File: config.mk
export PLATFORM = sky130hd
export DESIGN_NAME = t07_fpu_issue_wb
export DESIGN_NICKNAME = d
export VERILOG_FILES = /design/src/rtl/t07_fpu_issue_wb.sv
export SDC_FILE = /design/constraint.sdc
export NUM_CORES = 1
export LEC_CHECK = 0
export CAP_MARGIN = 20
export CORE_AREA = 3 3 151 153
export CTS_BUF_LIST = sky130_fd_sc_hd__clkbuf_2 sky130_fd_sc_hd__clkbuf_4 sky130_fd_sc_hd__clkbuf_8
export CTS_CLUSTER_DIAMETER = 80
export DETAILED_ROUTE_END_ITERATION = 6
export DIE_AREA = 0 0 154 156
export GPL_TIMING_DRIVEN = 0
export HOLD_SLACK_MARGIN = 0.1
export PLACE_DENSITY = 0.79
export RECOVER_POWER = 50
export REMOVE_ABC_BUFFERS = 1
export SYNTH_ARGS = -nofsm -noshare
export SYNTH_HDL_FRONTEND = slang
export SYNTH_SLANG_ARGS = --single-unit
export TNS_END_PERCENT = 30
File: constraint.sdc
create_clock -name clk -period 5.8 [get_ports clk]
set_clock_uncertainty 0.2 [all_clocks]
set_input_delay 1.74 -clock clk [delete_from_list [all_inputs] [get_ports clk]]
set_output_delay 1.74 -clock clk [all_outputs]
set_load 0.05 [all_outputs]
File: src/rtl/t07_fpu_issue_wb.sv
// Issue/writeback sequencer for t07_FPU: accepts one request at a time,
// resolves the rounding mode against fcsr, keeps the FPU inputs stable while
// the unit is busy, and returns the result through a valid/ready port.
module t07_fpu_issue_wb #(
    parameter int unsigned TIMEOUT_W = 6,
    parameter logic [31:0] QNAN      = 32'h7FC00000
) (
    input  logic        clk,
    input  logic        nrst,
    input  logic        req_valid,
    output logic        req_ready,
    input  logic [4:0]  req_op,
    input  logic [2:0]  req_rm,
    input  logic [4:0]  req_rd,
    input  logic [31:0] req_a,
    input  logic [31:0] req_b,
    input  logic [31:0] req_c,
    output logic [31:0] fpu_valA,
    output logic [31:0] fpu_valB,
    output logic [31:0] fpu_valC,
    output logic [4:0]  fpu_op,
    output logic [31:0] fpu_fcsr,
    input  logic        fpu_busy,
    input  logic [31:0] fpu_result,
    input  logic [6:0]  fpu_flags,
    output logic        wb_valid,
    input  logic        wb_ready,
    output logic [4:0]  wb_rd,
    output logic [31:0] wb_data,
    input  logic        csr_we,
    input  logic [31:0] csr_wdata,
    output logic [31:0] fcsr,
    output logic        err_timeout
);

    typedef enum logic [1:0] {
        S_IDLE,
        S_ISSUE,
        S_WAIT,
        S_WB
    } state_e;

    localparam logic [4:0] FLAG_NV = 5'b10000;

    state_e                 state_q, state_d;
    logic [TIMEOUT_W-1:0]   cnt_q, cnt_d;
    logic [31:0]            a_q, a_d;
    logic [31:0]            b_q, b_d;
    logic [31:0]            c_q, c_d;
    logic [4:0]             op_q, op_d;
    logic [2:0]             rm_q, rm_d;
    logic [4:0]             rd_q, rd_d;
    logic [31:0]            wb_data_q, wb_data_d;
    logic [2:0]             frm_q, frm_d;
    logic [4:0]             fflags_q, fflags_d;

    logic                   accept;
    logic [2:0]             eff_rm;
    logic [4:0]             flags_set;
    logic                   timeout;

    // FPU flag bits [6:5] and the upper CSR write bits are not stored.
    logic unused_inputs;
    assign unused_inputs = ^{fpu_flags[6:5], csr_wdata[31:8]};

    assign accept = req_valid && (state_q == S_IDLE);
    assign eff_rm = (req_rm == 3'b111) ? frm_q : req_rm;

    // Next-state, datapath capture and fcsr update.
    always_comb begin
        state_d   = state_q;
        cnt_d     = cnt_q;
        a_d       = a_q;
        b_d       = b_q;
        c_d       = c_q;
        op_d      = op_q;
        rm_d      = rm_q;
        rd_d      = rd_q;
        wb_data_d = wb_data_q;
        frm_d     = frm_q;
        fflags_d  = fflags_q;
        flags_set = '0;
        timeout   = 1'b0;

        unique case (state_q)
            S_IDLE: begin
                if (accept) begin
                    a_d  = req_a;
                    b_d  = req_b;
                    c_d  = req_c;
                    op_d = req_op;
                    rd_d = req_rd;
                    rm_d = eff_rm;
                    if (eff_rm >= 3'd5) begin
                        wb_data_d = QNAN;
                        flags_set = FLAG_NV;
                        state_d   = S_WB;
                    end else begin
                        state_d = S_ISSUE;
                    end
                end
            end
            S_ISSUE: begin
                cnt_d   = '0;
                state_d = S_WAIT;
            end
            S_WAIT: begin
                if (!fpu_busy) begin
                    wb_data_d = fpu_result;
                    flags_set = fpu_flags[4:0];
                    state_d   = S_WB;
                end else if (cnt_q == '1) begin
                    wb_data_d = QNAN;
                    flags_set = FLAG_NV;
                    timeout   = 1'b1;
                    state_d   = S_WB;
                end else begin
                    cnt_d = cnt_q + TIMEOUT_W'(1);
                end
            end
            S_WB: begin
                if (wb_ready) begin
                    state_d = S_IDLE;
                end
            end
            default: state_d = S_IDLE;
        endcase

        // A software write takes priority; the op's flags are dropped.
        if (csr_we) begin
            frm_d    = csr_wdata[7:5];
            fflags_d = csr_wdata[4:0];
        end else begin
            fflags_d = fflags_q | flags_set;
        end
    end

    // State and datapath registers with asynchronous reset.
    always_ff @(posedge clk or posedge nrst) begin
        if (nrst) begin
            state_q   <= S_IDLE;
            cnt_q     <= '0;
            a_q       <= '0;
            b_q       <= '0;
            c_q       <= '0;
            op_q      <= '0;
            rm_q      <= '0;
            rd_q      <= '0;
            wb_data_q <= '0;
            frm_q     <= '0;
            fflags_q  <= '0;
        end else begin
            state_q   <= state_d;
            cnt_q     <= cnt_d;
            a_q       <= a_d;
            b_q       <= b_d;
            c_q       <= c_d;
            op_q      <= op_d;
            rm_q      <= rm_d;
            rd_q      <= rd_d;
            wb_data_q <= wb_data_d;
            frm_q     <= frm_d;
            fflags_q  <= fflags_d;
        end
    end

    assign req_ready   = (state_q == S_IDLE);
    assign wb_valid    = (state_q == S_WB);
    assign wb_rd       = rd_q;
    assign wb_data     = wb_data_q;
    assign fpu_valA    = a_q;
    assign fpu_valB    = b_q;
    assign fpu_valC    = c_q;
    assign fpu_op      = op_q;
    assign fpu_fcsr    = {24'b0, rm_q, fflags_q};
    assign fcsr        = {24'b0, frm_q, fflags_q};
    assign err_timeout = timeout;

endmodule

==> impl_summary.txt <==
----------------------------------------------------
[STA]
  Post-route fraction of the period consumed by the critical path ... 92.1%
  Setup slack of the critical path after layout ... 0.461 ns
  Setup repair after global routing missed its margin ... false
  Fmax achieved ... 0.187 GHz
  Minimum hold slack ... 0.286 ns
  Relative max-transition margin ... -93.5%
  Number of failing hold endpoints at the final stage ... 0
  Total Neg Setup Slack ... 0 ns
  Pin slew with the least headroom to its limit ... 2.90 ns
  Total setup violations reported at the end of the flow ... 0
  Post-route minimum period ... 5.34 ns
  Max-slew violation count ... 101

[Critical path]
  Crit path arrival time ... 3.40 ns
  Count of cells along the worst register-to-register path ... 5
  Maximum fanout encountered on the critical timing path ... 3
  Setup CP Type ... primary input to output pin
  Required time at the worst-slack endpoint ... 3.86 ns
  CP Cell Sequence ... dlygate4sd3_1, nand2_1, nor2_1, clkdlybuf4s50_1
  CP peak stage delay ... 0.85 ns
  Master of the slowest instance on the critical path ... sky130_fd_sc_hd__clkdlybuf4s50_1
  Beginning of the worst register-to-register path ... state_q[1]$_DFFE_PP0P_
  Flop2flop setup slack ... 1.61 ns
  Critical path launch point type ... primary input
  Element type at the critical path end ... output pin
  Reg2Reg Capture Point ... wb_rd[4]$_DFFE_PP0P_

[Drt]
  TritonRoute pass-1 iters ... 4
  Vias/cell ... 4.44
  Number of design rule violations left after detail routing ... 0
  Total number of vias ... 4975
  DRT Wirelength ... 17800 um
  Routed wire per std cell ... 15.9 um
  Number of nets with antenna violations after routing ... 0
  First DRT Iteration DRCs ... 173

[Synthesis]
  Mean area per synthesized cell ... 12.8 um2
  Share of synthesized area occupied by flip-flops and latches ... 58.6%
  Distinct cell type count after synthesis ... 36
  Post-synthesis cell area ... 0.00670 mm2
  Flip-flop and latch count after synthesis ... 157
  Yosys top cell by area ... sky130_fd_sc_hd__dfrtp_1
  Count of synthesis-stage warnings from yosys ... 0
  Area fraction of the dominant cell type after synthesis ... 58.6%
  Post-Synthesis Cells ... 522
  Cell types occupying the most area after synthesis ... sky130_fd_sc_hd__dfrtp_1 59%, sky130_fd_sc_hd__mux2_2 18%, sky130_fd_sc_hd__buf_4 6.1%

[Placed design]
  Placed wire-length estimate after detailed placement ... 13300 um
  Pre-CTS worst setup slack ... 0.477 ns
  Number of input and output port buffers inserted ... 316
  RePlAce Congestion ... 0.718
  # placed instances ... 1090

[Clock network]
  Number of cells upsized or downsized after cts ... 0
  Count of hold-fix buffers inserted at cts ... 0
  CTS Buffer Depth ... 2
  Library cell used as clock root buffer ... sky130_fd_sc_hd__clkbuf_8
  Setup Fix Bufs, Post-CTS ... 0
  Total clock buffers created by CTS ... 17
  Sinks on Clock Net ... 157
  CTS HTree Levels ... 4
  CTS tree ... done
  Clock transition at the register clock pins on the worst setup and hold paths after CTS ... 0.10 ns
  Worst skew pair latency ... 0.44 ns

[Pwr]
  PD cells ... 664 mW/mm2
  Clock Power Share ... 12.7%
  Switching power summed over all nets ... 3.36 mW
  Power Internal ... 3.51 mW
  Worst voltage drop across the vdd grid ... 0.000285 V
  Switching share of total power ... 48.9%
  Leakage ... 4.27 nW
  Combinational share of power ... 60.1%
  Sequential fraction of design power ... 27.2%

[Min path]
  Worst hold stages ... 2
  Hold path start ... rm_q[0]$_DFFE_PP0P_
  Worst min-delay path endpoint ... rm_q[0]$_DFFE_PP0P_
  Class of the tightest hold or removal check ... register to register

[Run status]
  Status ... complete, but fails checks
  Failing checks ... max-capacitance violations, max-slew violations

[Run]
  Max-cap violations ... 2

[Cells and area]
  Count of placed standard cells in the final layout, fillers left out ... 1121
  Number of inserted filler cells in the final layout ... 1958
  Area of the multi-input gates ... 0.00237 mm2
  Leading cell types in the layout, fill and taps excluded ... 310 x sky130_fd_sc_hd__clkdlybuf4s50_1, 157 x sky130_fd_sc_hd__dfrtp_1, 109 x sky130_fd_sc_hd__mux2_2
  Area taken by flip-flops and latches ... 0.00393 mm2
  Proportion of layout cells with a drive suffix above 1 ... 19.1%
  Most common cell after layout, fill and taps aside ... sky130_fd_sc_hd__clkdlybuf4s50_1
  Layout Area Growth over Synthesis ... 54.3%
  Final net count ... 1020
  Diodes inserted ... 0

[Global routing]
  Vias in the first global route ... 5093
  Maximum number of pins on one net before global-route repair ... 101
  Initial antenna violation count ... 0
  Wire length of the first global-routing pass ... 27400 um
  GRT Total Usage ... 14.2%
  GR Overflow Total ... 0

[Die]
  IO Count ... 391
  Placeable Area ... 0.0217 mm2
  Initial Util ... 30.9%
  Die Area ... 0.0240 mm2
  Site Rows ... 54
  Width of the die ... 154 um
  Die extent in y ... 156 um

----------------------------------------------------
==> registers in the layout, indices dropped and copies added (netlist names) <==
signal,count
frm_q,3
fpu_valA,32
fpu_op,5
wb_rd,5
wb_data,32
rm_q,3
fpu_valB,32
fpu_valC,32
fflags_q,5
cnt_q,6
state_q,2
==> per-stage QoR <==
stage	total power, mW	instance area (um2)	utilization (%)
after floorplan	4.61	6340	-
after global placement	6.01	9850	45.4
after detailed placement	6.06	9950	45.9
after CTS	6.95	10400	47.8
after global routing	7.20	10300	47.7
final	6.86	10300	47.7
==> how the worst max path moves through the flow <==
stage	depth (start not counted)	from	slack, ns	to
after floorplan	1	nrst	-0.37	cnt_q[0]$_DFFE_PP0P_
after global placement	2	nrst	-2.64	wb_data[28]$_DFFE_PP0P_
after detailed placement	4	fpu_busy	0.48	err_timeout
after CTS	4	fpu_busy	0.47	err_timeout
after global routing	4	fpu_busy	0.42	err_timeout
final	4	fpu_busy	0.46	err_timeout
==> cells in the mapped netlist, drive strengths merged <==
| library cell | instances |
|---|---|
| a2111oi | 1 |
| a21o | 2 |
| a21oi | 5 |
| a31oi | 2 |
| a41oi | 2 |
| and2 | 1 |
| and3 | 1 |
| and4 | 1 |
| buf | 69 |
| clkbuf | 10 |
| conb | 1 |
| dfrtp | 157 |
| ha | 5 |
| inv | 5 |
| mux2 | 109 |
| mux2i | 3 |
| nand2 | 41 |
| nand2b | 2 |
| nand3 | 3 |
| nand3b | 1 |
| nand4 | 3 |
| nor2 | 15 |
| nor2b | 7 |
| o21ai | 72 |
| or2 | 1 |
| xnor2 | 1 |
| xor2 | 2 |
==> power by group through the flow <==
stage,clock [mW],combinational (mW),sequential [mW]
after floorplan,0,0.957,3.65
after detailed placement,0,4.16,1.90
after CTS,0.907,4.17,1.87
after global routing,0.946,4.31,1.94
after global placement,0,4.14,1.87
final,0.871,4.13,1.87
==> worst max-delay path: cells and delay by family <==
kind          cells  cell delay [ns]
buf+inv           2             1.41
simple gates      2             0.24
==> layer usage <==
layer  routed length [um]  global-route usage (%)
met1                 6980                    16.4
met2                 8990                    24.8
met3                 1520                    5.16
met4                  294                    4.42
met5                    0                       0
==> logic make-up after synthesis <==
kind of cell,count (synthesis),synth area share [%]
simple gates,76,5.23
other cells,1,0.0560
xor+xnor,3,0.392
buf+inv,84,8.27
flops,157,58.6
mux,112,18.8
fa+ha+maj,5,0.934
compound gates,84,7.71
==> cell type report <==
type | instances | area share (%)
multi-input cells | 328 | 22.9
repair buffers | 320 | 31.4
inverters | 5 | 0.194
clock buffers | 17 | 2.26
well taps | 280 | 3.39
clock inverters | 14 | 1.78
flip-flops and latches | 157 | 38.0
Power figures use the tool's default switching activity.
